<file path="src/rtl/bus_delay_sched.sv">
// bus_delay_sched
// Round-robin scheduler feeding one shared fixed-latency delay pipeline.
// Each accepted beat is tagged with its requester ID and returned on a
// single output exactly cur_delay cycles after acceptance. The delay is
// changed at run time by draining the pipeline and then applying it, so
// in-flight beats keep their original timing.
//
// Optional feature macro: BUS_DELAY_SCHED_STAT_EN (saturating beat counter).
//
// Ports:
//   clk, rst            clock, asynchronous active-high reset
//   req_valid/req_data  per-requester beats (lane i at [i*BUS_WIDTH +: BUS_WIDTH])
//   req_ready           one-hot grant (combinational)
//   cfg_delay/cfg_load  requested delay and single-cycle load strobe
//   cfg_busy            high in DRAIN or APPLY
//   cur_delay           delay currently in effect
//   out_valid/out_id/out_data  returned beat
//   beat_cnt            accepted-beat count (0 when statistics are disabled)
//
// state | meaning
// RUN   | arbitrating, beats accepted into stage 0
// DRAIN | no grants; wait until stages 0..cur_delay-1 are empty
// APPLY | load new delay, clear all stage valids, back to RUN
`timescale 1ns/1ps
module bus_delay_sched #(
  parameter int NUM_REQ   = 4,
  parameter int BUS_WIDTH = 8,
  parameter int MAX_DELAY = 8,
  parameter int DEF_DELAY = 3,
  parameter int DLY_W     = 6
) (
  input  logic                         clk,
  input  logic                         rst,
  input  logic [NUM_REQ-1:0]           req_valid,
  input  logic [NUM_REQ*BUS_WIDTH-1:0] req_data,
  output logic [NUM_REQ-1:0]           req_ready,
  input  logic [DLY_W-1:0]             cfg_delay,
  input  logic                         cfg_load,
  output logic                         cfg_busy,
  output logic [DLY_W-1:0]             cur_delay,
  output logic                         out_valid,
  output logic [$clog2(NUM_REQ)-1:0]   out_id,
  output logic [BUS_WIDTH-1:0]         out_data,
  output logic [15:0]                  beat_cnt
);

  localparam int ID_W = $clog2(NUM_REQ);

  localparam logic [1:0] ST_RUN   = 2'd0;
  localparam logic [1:0] ST_DRAIN = 2'd1;
  localparam logic [1:0] ST_APPLY = 2'd2;

  logic [1:0]           state;
  logic [DLY_W-1:0]     pend_delay;
  logic [DLY_W-1:0]     load_delay;
  logic [ID_W-1:0]      last_gnt;

  logic [MAX_DELAY-1:0] stg_valid;
  logic [ID_W-1:0]      stg_id   [MAX_DELAY];
  logic [BUS_WIDTH-1:0] stg_data [MAX_DELAY];

  logic [NUM_REQ-1:0]   gnt;
  logic [ID_W-1:0]      gnt_id;
  logic [BUS_WIDTH-1:0] gnt_data;
  logic                 found;
  logic                 accept;
  logic                 drain_empty;

  // Search starts one past the last grant and wraps.
  always_comb begin
    gnt      = '0;
    gnt_id   = '0;
    gnt_data = '0;
    found    = 1'b0;
    for (int k = 1; k <= NUM_REQ; k++) begin
      if (!found && req_valid[(int'(last_gnt) + k) % NUM_REQ]) begin
        found = 1'b1;
        gnt[(int'(last_gnt) + k) % NUM_REQ] = 1'b1;
        gnt_id   = ID_W'((int'(last_gnt) + k) % NUM_REQ);
        gnt_data = req_data[((int'(last_gnt) + k) % NUM_REQ)*BUS_WIDTH +: BUS_WIDTH];
      end
    end
  end

  // No grant in the cfg_load cycle so nothing enters at the old delay
  // after the drain decision is made.
  assign req_ready = (state == ST_RUN && !cfg_load && !rst) ? gnt : '0;
  assign accept    = |req_ready;
  assign cfg_busy  = (state != ST_RUN);

  always_comb begin
    load_delay = cfg_delay;
    if (cfg_delay == '0)
      load_delay = DLY_W'(1);
    else if (cfg_delay > DLY_W'(MAX_DELAY))
      load_delay = DLY_W'(MAX_DELAY);
  end

  // Only stages that can still reach the output at the current delay matter.
  always_comb begin
    drain_empty = 1'b1;
    for (int i = 0; i < MAX_DELAY; i++)
      if (DLY_W'(i) < cur_delay && stg_valid[i])
        drain_empty = 1'b0;
  end

  always_comb begin
    out_valid = 1'b0;
    out_id    = '0;
    out_data  = '0;
    for (int i = 0; i < MAX_DELAY; i++) begin
      if (cur_delay == DLY_W'(i + 1) && stg_valid[i]) begin
        out_valid = 1'b1;
        out_id    = stg_id[i];
        out_data  = stg_data[i];
      end
    end
  end

  always_ff @(posedge clk or posedge rst) begin
    if (rst) begin
      state      <= ST_RUN;
      pend_delay <= DLY_W'(DEF_DELAY);
      cur_delay  <= DLY_W'(DEF_DELAY);
      last_gnt   <= ID_W'(NUM_REQ - 1);
    end else begin
      if (accept)
        last_gnt <= gnt_id;
      case (state)
        ST_RUN: begin
          if (cfg_load) begin
            pend_delay <= load_delay;
            state      <= ST_DRAIN;
          end
        end
        ST_DRAIN: begin
          if (drain_empty)
            state <= ST_APPLY;
        end
        ST_APPLY: begin
          cur_delay <= pend_delay;
          state     <= ST_RUN;
        end
        default: state <= ST_RUN;
      endcase
    end
  end

  always_ff @(posedge clk or posedge rst) begin
    if (rst) begin
      stg_valid <= '0;
      for (int i = 0; i < MAX_DELAY; i++) begin
        stg_id[i]   <= '0;
        stg_data[i] <= '0;
      end
    end else begin
      stg_valid[0] <= accept;
      stg_id[0]    <= accept ? gnt_id : '0;
      stg_data[0]  <= accept ? gnt_data : '0;
      for (int i = 1; i < MAX_DELAY; i++) begin
        stg_valid[i] <= stg_valid[i-1];
        stg_id[i]    <= stg_id[i-1];
        stg_data[i]  <= stg_data[i-1];
      end
      // Beats parked beyond the old delay would otherwise surface at the
      // new one as stale duplicates.
      if (state == ST_APPLY)
        stg_valid <= '0;
    end
  end

`ifdef BUS_DELAY_SCHED_STAT_EN
  always_ff @(posedge clk or posedge rst) begin
    if (rst)
      beat_cnt <= '0;
    else if (accept && beat_cnt != 16'hFFFF)
      beat_cnt <= beat_cnt + 16'd1;
  end
`else
  assign beat_cnt = '0;
`endif

endmodule

</file>
<file path="config.mk">
export PLATFORM = sky130hd
export DESIGN_NAME = bus_delay_sched
export DESIGN_NICKNAME = d
export VERILOG_FILES = /design/src/rtl/bus_delay_sched.sv
export SDC_FILE = /design/constraint.sdc
export NUM_CORES = 1
export LEC_CHECK = 0
export CAP_MARGIN = 40
export CORE_ASPECT_RATIO = 1.1
export CORE_MARGIN = 3
export CORE_UTILIZATION = 59
export DETAILED_ROUTE_END_ITERATION = 8
export PLACE_DENSITY = 0.91
export SLEW_MARGIN = 10
export SYNTH_ARGS = -nofsm -noshare
export SYNTH_HDL_FRONTEND = slang
export SYNTH_SLANG_ARGS = --single-unit
</file>
<file path="constraint.sdc">
create_clock -name clk -period 9.1 [get_ports clk]
set_input_delay 1.82 -clock clk [delete_from_list [all_inputs] [get_ports clk]]
set_output_delay 1.82 -clock clk [all_outputs]
set_load 0.005 [all_outputs]
</file>
Word-level counts from Yosys, hierarchy flattened. Index checks and enable logic that the tools add are counted.

Register bits: 104. Input port bits: 45. Output and inout bits: 38.

Add/subtract/negate cells: 4. Magnitude comparators: 17. Eq/ne operators: 12. Shifts and indexed selects: 4. Mux-type cells: 76. Bitwise logic cells: 7. Reduce and logical (&&, ||, !) cells: 40.

Operators with widths (count): 32-bit by 6-bit indexed part select with 8-bit output (4); 8-bit two-way mux (14); 1-bit two-way mux (31); 2-bit two-way mux (15); 1-bit logical AND (25); 6-bit by 3-bit equality test with 1-bit output, second input constant (4); 3-bit by 6-bit less-than comparator with 1-bit output, first input constant (4); 4-bit two-way mux (5); 3-bit by 4-bit less-than comparator with 1-bit output, second input constant (4); 6-bit by 2-bit equality test with 1-bit output, second input constant (2); 3-bit by 1-bit greater-or-equal comparator with 1-bit output, second input constant (4); 1-bit by 6-bit less-than comparator with 1-bit output, first input constant (2); 2-bit by 6-bit less-than comparator with 1-bit output, first input constant (2); 6-bit two-way mux (2); 4-bit bitwise OR (3); 1-bit binary-select mux with 2-bit select (4); 1-bit demux with 2-bit select (4); 2-bit OR reduction (4); 6-bit by 1-bit equality test with 1-bit output, second input constant (1); 6-bit by 4-bit equality test with 1-bit output, second input constant (1); 6-bit by 4-bit greater-than comparator with 1-bit output, second input constant (1); 6-bit logical NOT (1); 1-bit logical NOT (5); 2-bit by 1-bit adder with 2-bit output, second input constant (2); other kinds (10) (16).

Logic depth before layout (Yosys ltp). Gate-level depths: netlist (run 1).

Depth after elaboration: 19. Depth in mapped cells: 13. Mapped depth without buffers: 7.

Worst setup path after synthesis (run 1). No wires, ideal clock.

Path kind: reg2out. From: reg last_gnt[1]. To: out req_ready[0]. Data arrival time: 3.080 ns. Data required time: 7.280 ns. Slack: 4.200 ns. Cell stages (with the launch flop): 13. Buffers on the path: 5. Cell sequence: dfstp_2 -> clkbuf_1 -> buf_2 -> buf_2 -> inv_1 -> ha_1 -> buf_6 -> mux2_4 -> or3_4 -> clkbuf_2 -> a21boi_0 -> o221ai_1 -> a21oi_1.

Word-level cells in the longest chain between the ends: 15. Elaborated cells on any way between the ends: 61.

RTL lines: start, declared (RTL line 56) `logic [ID_W-1:0] last_gnt;`; start signal, assigned (RTL line 125) `last_gnt <= ID_W'(NUM_REQ - 1);`; start signal, assigned (RTL line 128) `last_gnt <= gnt_id;`; 2-bit by 1-bit adder with 2-bit output (RTL line 76, 78); 2-bit OR reduction (no source line) / 1-bit binary-select mux with 2-bit select (equally long branches); 1-bit AND (no source line) / 1-bit two-way mux (equally long branches); 3-bit by 4-bit less-than comparator with 1-bit output (not written as such) (tied with other cells) (RTL line 78) `gnt[(int'(last_gnt) + k) % NUM_REQ] = 1'b1;`; 1-bit logical AND (not written as such) / 1-bit two-way mux (equally long branches) (RTL line 78, 76); 1-bit two-way mux (not written as such) / 1-bit logical NOT (equally long branches) (RTL line 78, 76); 1-bit demux with 2-bit select / 1-bit logical AND (equally long branches) (RTL line 78, 76); 4-bit two-way mux / 1-bit two-way mux (equally long branches) (RTL line 76) `if (!found && req_valid[(int'(last_gnt) + k) % NUM_REQ]) begin`; 4-bit bitwise OR (no source line) / 1-bit logical NOT (equally long branches); 4-bit two-way mux / 1-bit logical AND (equally long branches) (RTL line 76); 4-bit bitwise OR (no source line) / 1-bit two-way mux (equally long branches); 4-bit two-way mux / 1-bit logical NOT (equally long branches) (RTL line 76); 4-bit bitwise OR (no source line) / 1-bit logical AND (equally long branches); 4-bit two-way mux * (RTL line 76); 4-bit two-way mux * (RTL line 87) `assign req_ready = (state == ST_RUN && !cfg_load && !rst) ? gnt : '0;`; end, declared (RTL line 36) `output logic [NUM_REQ-1:0] req_ready,`.

Every way passes the cells marked *; elsewhere a longest branch is shown, timed or not. The select of a mux whose other input is x is not followed.

Worst setup path after layout (run 1).
From: in req_valid[2]. To: out req_ready[2].

Word-level cells in the longest chain between the ends: 14. Elaborated cells on any way between the ends: 29.

RTL lines: start, declared (RTL line 34) `input logic [NUM_REQ-1:0] req_valid,`; 1-bit binary-select mux with 2-bit select (RTL line 76); 1-bit two-way mux (not written as such) (2 in a row) (RTL line 76); 1-bit two-way mux (RTL line 76); 1-bit logical NOT (RTL line 76); 1-bit logical AND (RTL line 76); 1-bit two-way mux (RTL line 76); 1-bit logical NOT (RTL line 76); 1-bit logical AND (RTL line 76); 1-bit two-way mux (RTL line 76); 1-bit logical NOT (RTL line 76); 1-bit logical AND (RTL line 76); 4-bit two-way mux * (RTL line 76); 4-bit two-way mux * (RTL line 87).

Marks and branches as above.

==> results.md, run 1 <==
* Outcome: finished, final reports clean
* Async set or reset register ratio after synthesis at 100%
* Vias per cell at 6.47
* Design Power at 0.00180 W
* Worst Setup Start Kind: input pin
* Synthesized instance count at 483
* CP top delay family: buffers and inverters
* Maximum vdd drop at 0.000222 V
* Crit-path cells: clkdlybuf4s50_1, mux4_2, inv_1, o221ai_1, a21oi_1, clkdlybuf4s50_1
* Crit. End Element: output port
* Post-Route WL at 12,100 um
* Final ANT Viol Nets at 0
* Post-route minimum period at 6.27 ns
* Clock latency on the worst-skew pair at 0.35 ns
* Avg Inst Size Synth at 11.7 um2
* Area delta synth->final at 14.5%
* Hold_buf cts at 0
* Kind of critical path: in -> out
* CP Data Required Time at 7.28 ns
* Placed instance area at 0.00625 mm2
* First-pass GRT wire length at 19,500 um
* Ys Warns at 0
* I/O Buffers at 66
* Share of cells above drive strength 1 at 14.8%
* Crit path arrival time at 4.45 ns
* Drt wl/cell at 18.6 um
* Worst-path maximum fanout at 25
* Final Hold Fails at 0
* RSZ-0062 raised after global routing: no
* Final net count at 581
* Setup_tns at 0 ns
* Power per Cell Area at 278 mW/mm2
* IO Count at 83
* Hpwl dp at 8790 um
* Crit-path max cell delay at 0.58 ns
* Finish-stage setup viols at 0
* CTS HTree Levels at 3
* Slew Limit Fails at 0
* 1st-iter DRT viols at 324
* Grt peak-use layer: met2
* Crit share post-route at 68.9%
* GR Layer Usage met3 at 2.52%
* Row count at 36
* Most frequent cells in the layout: dfrtp_1, clkdlybuf4s50_1, nand2_1, mux4_2, a21oi_1
* Placeable Area at 0.00910 mm2
* Crit-path most repeated cell: clkdlybuf4s50_1
* Antenna violations before repair at 0
* Die width at 99.2 um
* Synthesis-stage register bit count at 104
* Clock transition at path regs at 0.08 ns
* Hold_ws at 0.379 ns
* DRC Markers at 0
* Slowest cell on crit path: mux4_2
* Post-synth EDFFs at 0
* Post-cts resize count at 0
* Fillers at 591
* Congestion Overflow GR at 0
* Drt pass-1 iters at 5
* CTS Buffer Depth at 2
* Routability Congestion at 0.895
* CTS tree: done
* Clock skew at 0.00537 ns
* Worst slew pin tran at 0.784 ns
* TritonCTS Buffers at 9
* Vias in the first global route at 3,959
* Root Buffer: clkbuf_8
* Die ar. at 0.0108 mm2
* CP Buf/Inv Count at 3
* Hold crit path type: reg -> reg
* Total GRT Usage at 22.6%
* Met1 Use GR at 30.6%
* Count of cell types in the netlist at 60
* Clk sinks at 104
* Achievable frequency at 160 MHz
* Starting Density at 61.9%
* Mapped Area at 0.00564 mm2
* Post-CTS setup buffers at 0
* Commonest non-fill, non-tap cell in the layout: dfrtp_1
* Max Cap Violations at 0
* Top_reg_cell synth: dfrtp_1
* Sequential area share after synthesis at 46.3%
* Die Height at 109 um
* Relative slew slack at 47.7%
* Total number of vias at 4,188
* Leakage at 2.75 nW
* Largest net degree at the start of global routing at 52
* Fin area at 0.00645 mm2
* GR Util met2 at 38.4%
* N_diodes at 0
-- metrics by stage --
step           util (%)  std cells  setup slack (ns)
6_report           70.9        647              2.83
3_3_place_gp       68.3        628              2.70
2_1_floorplan         -        498              4.20
5_1_grt            70.9        647              2.73
4_1_cts            70.9        647              2.87
3_5_place_dp       68.7        631              2.88
-- cell families after synthesis --
logic type / synth area share (%)
mux: 17.6
buf+inv: 5.88
fa+ha+maj: 1.95
flops: 46.3
compound gates: 17.2
other cells: 0.0665
simple gates: 11.0
-- metal layers --
layer	part of all wire (%)	vias to the layer above
met2	52	194
li1	-	1895
met3	6.2	24
met4	1.8	0
met5	0	-
met1	40	2075
-- synth_stat cells (4+ instances only) --
| cell type | n | share of area (%) |
|---|---|---|
| a21boi_0 | 12 | 1.6 |
| a21o_1 | 4 | 0.53 |
| a21oi_1 | 23 | 2.0 |
| a21oi_2 | 4 | 0.62 |
| a221oi_1 | 6 | 0.93 |
| a22o_1 | 16 | 2.5 |
| a22oi_1 | 12 | 1.6 |
| and2_1 | 13 | 1.4 |
| and3_1 | 4 | 0.44 |
| buf_2 | 12 | 1.1 |
| buf_4 | 18 | 2.4 |
| clkbuf_1 | 15 | 1.0 |
| dfrtp_1 | 98 | 44 |
| dfstp_2 | 6 | 2.8 |
| ha_1 | 8 | 1.8 |
| inv_1 | 8 | 0.53 |
| mux2_2 | 9 | 1.8 |
| mux2i_1 | 6 | 1.1 |
| mux4_2 | 32 | 13 |
| nand2_1 | 54 | 3.6 |
| nand3_1 | 6 | 0.53 |
| nor2_1 | 12 | 0.80 |
| nor2b_1 | 4 | 0.44 |
| nor3_1 | 7 | 0.62 |
| o21ai_0 | 19 | 1.7 |
| o221ai_1 | 12 | 1.9 |
| o22ai_1 | 6 | 0.67 |
| or3_1 | 4 | 0.44 |
-- registers in the layout (all words and copies together) (netlist names) --
register and count:
state 2, stg_data 64, stg_id 16, pend_delay 6, last_gnt 2, stg_valid 8
cur_delay 6
-- layout make-up --
class                   count  area [um2]  share of cell area, %
clock buffers              13         159                   2.46
clock inverters             3        40.0                  0.621
inverters                   8        32.5                  0.504
multi-input cells         334        2750                   42.6
flip-flops and latches    104        2610                   40.5
well taps                 114         143                   2.21
repair buffers             71         716                   11.1
-- final timing paths --
kind                               from            end  slack (ns)  cells after the start
setup / recovery           req_valid[2]   req_ready[2]        2.83                      6
max in group asynchronous           rst   stg_data[36]        6.27                      4
hold / removal             stg_data[44]   stg_data[36]        0.38                      0
min in group asynchronous           rst  pend_delay[2]        1.77                      2
setup reg to reg            last_gnt[0]    last_gnt[0]        5.47                      8
hold reg to reg            stg_data[44]   stg_data[36]        0.38                      0
-- power by group --
| group | internal (W) | leakage [nW] | switching, W |
|---|---|---|---|
| registers | 0.000576 | 1.41 | 0.000119 |
| logic | 0.000398 | 1.24 | 0.000422 |
| clock network | 0.000142 | 0.103 | 0.000139 |
Power figures use the tool's default switching activity.
==> run 2, diff against run 1 <==
--- a/config.mk
+++ b/config.mk
@@ -8,9 +8,9 @@
 export CAP_MARGIN = 40
 export CORE_ASPECT_RATIO = 1.1
 export CORE_MARGIN = 3
-export CORE_UTILIZATION = 59
+export CORE_UTILIZATION = 55
 export DETAILED_ROUTE_END_ITERATION = 8
-export PLACE_DENSITY = 0.91
+export PLACE_DENSITY = 0.86
 export SLEW_MARGIN = 10
 export SYNTH_ARGS = -nofsm -noshare
 export SYNTH_HDL_FRONTEND = slang
==> constraint.sdc (replaced) <==
create_clock -name clk -period 6.6 [get_ports clk]
set_input_delay 1.32 -clock clk [delete_from_list [all_inputs] [get_ports clk]]
set_output_delay 1.32 -clock clk [all_outputs]
set_load 0.005 [all_outputs]
==> run 2 against run 1 <==
Flip-flop and latch count unchanged. Worst setup slack got worse by 1.7 ns. Global-route usage decreased by 2.3 points. Combinational power increased by 35%. Via count decreased by 1.9%. Critical path depth increased by 3. Critical path type is now reg -> out.
==> results.md, run 2 (same netlist as run 1, synthesis figures left out) <==
* Worst reg2reg startpoint: last_gnt[1]
* R2R cell count at 8 (unchanged)
* TritonCTS Buffers at 9 (unchanged)
* Max reg flops at 64 (unchanged)
* Slowest cell on crit path: dfstp_2
* Drt wl/cell at 17.8 um (-4.5%)
* Hold_buf cts at 0 (unchanged)
* Finished Layout Cells at 653 (+0.93%)
* Worst slew pin tran at 0.690 ns (-0.0936 ns)
* Regs by FF count: stg_data x64, stg_id x16, stg_valid x8
* CTS Buffer Depth at 2 (unchanged)
* Die ar. at 0.0115 mm2 (+6.8%)
* Flop-to-flop setup slack at 3.09 ns (-2.38 ns)
* Slew Limit Fails at 0 (unchanged)
* First-pass GRT wire length at 18,900 um (-2.8%)
* Worst-path maximum fanout at 27 (+8.0%)
* Worst Setup Start Kind: flop
* Post-Route WL at 11,600 um (-3.6%)
* Area delta synth->final at 14.6% (about the same)
* Total number of vias at 4,110 (-1.9%)
* Most frequent cells in the layout: dfrtp_1, clkdlybuf4s50_1, nand2_1, mux4_2, a21oi_1
* Post-cts resize count at 0 (unchanged)
* IO Count at 83 (unchanged)
* Clock transition at path regs at 0.10 ns (+0.02 ns)
* N_diodes at 0 (unchanged)
* Critical path launch point: last_gnt[1]
* Final Hold Fails at 0 (unchanged)
* Leakage at 2.75 nW (about the same)
* Placed instance area at 0.00626 mm2 (+0.16%)
* Commonest non-fill, non-tap cell in the layout: dfrtp_1
* Post-CTS setup buffers at 0 (unchanged)
* CTS tree: done
* Crit share post-route at 83.5%
* Share of cells above drive strength 1 at 15.2% (+0.38 points)
* Final ANT Viol Nets at 0 (unchanged)
* Congestion Overflow GR at 0 (unchanged)
* Max Cap Violations at 0 (unchanged)
* Clk sinks at 104 (unchanged)
* Drt pass-1 iters at 5 (unchanged)
* Placed instance count at 637 (+0.95%)
* 1st-iter DRT viols at 294 (-9.3%)
* Final net count at 581 (unchanged)
* CTS HTree Levels at 3 (unchanged)
* Largest net degree at the start of global routing at 73 (+40%)
* Relative slew slack at 54.0% (+6.3 points)
* R2r endpoint: last_gnt[0]
* Starting Density at 56.7% (-5.2 points)
* Root Buffer: clkbuf_8
* Total GRT Usage at 20.3% (-2.3 points)
* Finish-stage setup viols at 0 (unchanged)
* Worst slack, placed at 1.43 ns (-1.45 ns)
* Setup crit end: req_ready[0]
* Clock skew at 0.0105 ns (+0.00511 ns)
* CP Data Required Time at 5.28 ns (-2.00 ns)
* Hpwl dp at 8470 um (-3.6%)
* Post-route setup slack at 1.09 ns (-1.74 ns)
* Crit-path cells: inv_1, ha_1, buf_4, mux2i_1, nand3_1, a21boi_0, o221ai_1, a21oi_1, clkdlybuf4s50_1
* Min-delay src: stg_id[2]
* Hold crit path type: reg -> reg
* Post-route minimum period at 5.51 ns
* Placeable Area at 0.00994 mm2 (+9.2%)
* Outcome: finished, final reports clean
* Kind of critical path: reg -> out
* Fin area at 0.00646 mm2 (about the same)
* Power per Cell Area at 378 mW/mm2 (+36%)
* Maximum vdd drop at 0.000257 V (+16%)
* Crit-path max cell delay at 0.98 ns (+0.40 ns)
* Setup_tns at 0 ns (unchanged)
* Final core utilization at 65.0% (-5.9 points)
* Vias per cell at 6.29 (-2.8%)
* Row count at 38 (+5.6%)
* Routability Congestion at 0.770 (-14%)
* Achievable frequency at 181 MHz
* I/O Buffers at 66 (unchanged)
* Crit path arrival time at 4.19 ns (-0.26 ns)
* Die width at 103 um (+3.4%)
* RSZ-0062 raised after global routing: no
* Crit. End Element: output port
* Vias in the first global route at 3,993 (+0.86%)
* Antenna violations before repair at 0 (unchanged)
* Clock latency on the worst-skew pair at 0.37 ns (+0.02 ns)
* DRC Markers at 0 (unchanged)
* Register bank with the most flops: stg_data
* Die Height at 112 um (+3.4%)
-- run 2: metrics by stage --
stage | hold WS [ns] | total power, W
2_1_floorplan | 0.346 | 0.00183
3_3_place_gp | 0.350 | 0.00201
3_5_place_dp | 0.361 | 0.00206
4_1_cts | 0.384 | 0.00245
5_1_grt | 0.387 | 0.00259
6_report | 0.380 | 0.00244
-- run 2: critical path: cells and delay by family, from the launching register on --
family / cells / cell delay (ns)
AO/OA/AOI/OAI: 3 / 0.73
buffers and inverters: 3 / 1.08
multiplexers: 1 / 0.31
adder cells (fa/ha/maj): 1 / 0.33
flip-flops: 1 / 0.98
AND/OR/NAND/NOR: 1 / 0.40
-- run 2: area by class of cell --
type / instances / area (um2)
fill: 733 / 3480
multi-input combinational: 334 / 2750
tap: 120 / 150
clock buffer: 9 / 124
inverter: 8 / 32.5
sequential: 104 / 2610
clock inverter: 7 / 71.3
timing repair buffer: 71 / 718
-- run 2: layer usage --
layer | part of all wire, % | wire [um] | GRT usage, %
met1 | 41 | 4740 | 26.5
met2 | 51 | 5970 | 33.8
met3 | 6.6 | 764 | 3.42
met4 | 1.3 | 153 | 7.87
met5 | 0 | 0 | 0
-- run 2: worst min path at each step --
stage	to	slack (ns)	cells after the start
floorplan	stg_data[26]	0.35	0
global placement	stg_data[26]	0.35	0
detailed placement	stg_data[28]	0.36	0
CTS	stg_id[7]	0.38	0
global route	stg_data[16]	0.39	0
finish	stg_id[0]	0.38	0
-- run 2: power breakdown --
group          switching, W  internal (W)  leakage, nW
Clock              0.000227      0.000148       0.0995
Sequential         0.000162      0.000794         1.41
Combinational      0.000569      0.000542         1.24
==> run 3, diff against run 2 <==
--- a/config.mk
+++ b/config.mk
@@ -8,9 +8,9 @@
 export CAP_MARGIN = 40
 export CORE_ASPECT_RATIO = 1.1
 export CORE_MARGIN = 3
-export CORE_UTILIZATION = 55
+export CORE_UTILIZATION = 49
 export DETAILED_ROUTE_END_ITERATION = 8
-export PLACE_DENSITY = 0.86
+export PLACE_DENSITY = 0.81
 export SLEW_MARGIN = 10
 export SYNTH_ARGS = -nofsm -noshare
 export SYNTH_HDL_FRONTEND = slang
==> constraint.sdc (replaced) <==
create_clock -name clk -period 4.5 [get_ports clk]
set_input_delay 0.9 -clock clk [delete_from_list [all_inputs] [get_ports clk]]
set_output_delay 0.9 -clock clk [all_outputs]
set_load 0.005 [all_outputs]
==> run 3 against run 2 <==
Combinational power rose by 53%. Die area rose by 12%. Worst hold slack got worse by 0.011 ns. Critical endpoint is now req_ready[1]. Via count fell by 0.22%. Global-route usage fell by 0.39 points. Core utilization fell by 5.0 points.
==> results.md, run 3 (same netlist as run 1, synthesis figures left out) <==
* Outcome: finished, final reports clean
* Clk sinks at 104 (unchanged)
* Worst Setup Start Kind: flop
* Hold_buf cts at 0 (unchanged)
* Final net count at 585 (+0.69%)
* Relative slew slack at 53.3% (-0.70 points)
* Vias per cell at 6.00 (-4.7%)
* Leakage at 2.82 nW (+2.7%)
* IO Count at 83 (unchanged)
* Die width at 108 um (+5.6%)
* Worst slew pin tran at 0.701 ns (+0.0106 ns)
* Root Buffer: clkbuf_16
* Finish-stage setup viols at 0 (unchanged)
* Placed instance area at 0.00630 mm2 (+0.58%)
* Worst-path maximum fanout at 13 (-52%)
* Congestion Overflow GR at 0 (unchanged)
* CTS Buffer Depth at 2 (unchanged)
* Hpwl dp at 8910 um (+5.1%)
* 1st-iter DRT viols at 265 (-9.9%)
* Total number of vias at 4,101 (-0.22%)
* Power per Cell Area at 581 mW/mm2 (+54%)
* Routability Congestion at 0.858 (+11%)
* R2r endpoint: last_gnt[0]
* R2R cell count at 6 (-2)
* Largest net degree at the start of global routing at 75 (+2.7%)
* Starting Density at 51.0% (-5.8 points)
* Flop-to-flop setup slack at 1.42 ns (-1.67 ns)
* Fin area at 0.00664 mm2 (+2.8%)
* Crit share post-route at 94.8%
* TritonCTS Buffers at 9 (unchanged)
* CP Data Required Time at 3.60 ns (-1.68 ns)
* Maximum vdd drop at 0.000340 V (+32%)
* Critical path launch point: last_gnt[0]
* CTS tree: done
* Die ar. at 0.0128 mm2 (+12%)
* Worst reg2reg startpoint: last_gnt[0]
* Kind of critical path: reg -> out
* CTS HTree Levels at 3 (unchanged)
* N_diodes at 0 (unchanged)
* Clock latency on the worst-skew pair at 0.34 ns (-0.03 ns)
* Max Cap Violations at 0 (unchanged)
* Max reg flops at 64 (unchanged)
* Fillers at 874 (+19%)
* Design Power at 0.00386 W (+58%)
* Clock skew at 0.00915 ns (-0.00134 ns)
* Antenna violations before repair at 0 (unchanged)
* Commonest non-fill, non-tap cell in the layout: dfrtp_1
* Drt wl/cell at 18.2 um (+2.2%)
* Final ANT Viol Nets at 0 (unchanged)
* Achievable frequency at 234 MHz
* Drt pass-1 iters at 5 (unchanged)
* Crit path arrival time at 3.37 ns (-0.82 ns)
* Vias in the first global route at 4,114 (+3.0%)
* Regs by FF count: stg_data x64, stg_id x16, stg_valid x8
* Register bank with the most flops: stg_data
* Total GRT Usage at 19.9% (-0.39 points)
* Post-Route WL at 12,400 um (+7.0%)
* Clock transition at path regs at 0.07 ns (-0.03 ns)
* Share of cells above drive strength 1 at 15.8% (+0.63 points)
* Crit. End Element: output port
* Hold crit path type: reg -> reg
* First-pass GRT wire length at 20,700 um (+9.2%)
* Slew Limit Fails at 0 (unchanged)
* Post-route minimum period at 4.27 ns
* DRC Markers at 0 (unchanged)
* Post-CTS setup buffers at 0 (unchanged)
* I/O Buffers at 66 (unchanged)
* Hold_ws at 0.369 ns (-0.0110 ns)
* Setup crit end: req_ready[1]
* Most frequent cells in the layout: dfrtp_1, clkdlybuf4s50_1, nand2_1, mux4_2, a21oi_1
* Setup_tns at 0 ns (unchanged)
* Placeable Area at 0.0111 mm2 (+11%)
* Post-cts resize count at 0 (unchanged)
* Area delta synth->final at 17.8%
* Die Height at 118 um (+5.6%)
* Row count at 40 (+5.3%)
* Final Hold Fails at 0 (unchanged)
* RSZ-0062 raised after global routing: no
## run 3: changes by cell type in the layout (fill, tap and decap cells not counted)
cell,delta
clkinv_2,+1
clkbuf_8,-8
clkinv_8,-1
clkinv_4,-1
inv_6,-1
bufinv_16,+1
buf_4,+4
clkbuf_16,+9
## run 3: stage by stage
| stage | worst slack [ns] | std cells | utilization, % |
|---|---|---|---|
| after CTS | 0.241 | 683 | 59.8 |
| after global routing | 0.0426 | 684 | 60.0 |
| after detailed placement | 0.354 | 667 | 56.9 |
| after global placement | 0.394 | 667 | 56.9 |
| final | 0.232 | 684 | 60.0 |
| after floorplan | 0.520 | 498 | - |
## run 3: worst min path at each step
stage                 startpoint      endpoint  cells past startpoint
floorplan           stg_data[34]  stg_data[26]                      0
detailed placement     stg_id[2]     stg_id[0]                      0
CTS                    stg_id[2]     stg_id[0]                      0
global route        stg_data[17]   stg_data[9]                      0
finish                 stg_id[2]     stg_id[0]                      0
global placement    stg_data[36]  stg_data[28]                      0
## run 3: worst max-delay path: stages, from the launching register on
cell and delay (ns):
dfstp_2 0.54, inv_1 0.08, ha_1 0.53, mux2_4 0.34
or3_4 0.46, a21boi_0 0.21, o221ai_1 0.14, a21oi_1 0.19
clkdlybuf4s50_1 0.53
## run 3: per-layer routing
metal,GRT usage (%),routed length [um],vias to the layer above
met5,0,0,-
met1,27.4,5170,2036
li1,-,-,1896
met3,2.40,695,17
met2,33.4,6420,152
met4,5.45,158,0
## run 3: report_power, final
part | switching (W) | internal (W) | total (W)
combinational | 0.000889 | 0.000812 | 0.00170
sequential | 0.000200 | 0.00117 | 0.00137
clock | 0.000335 | 0.000454 | 0.000789
total | 0.00142 | 0.00243 | 0.00386
## run 3: layout make-up
type                       count  area (um2)  share of cell area (%)
clock inverter                 6        72.6                    1.09
timing repair buffer          75         748                    11.3
sequential                   104        2610                    39.3
clock buffer                  10         239                    3.60
inverter                       8        32.5                   0.490
multi-input combinational    334        2750                    41.4
tap                          147         184                    2.77
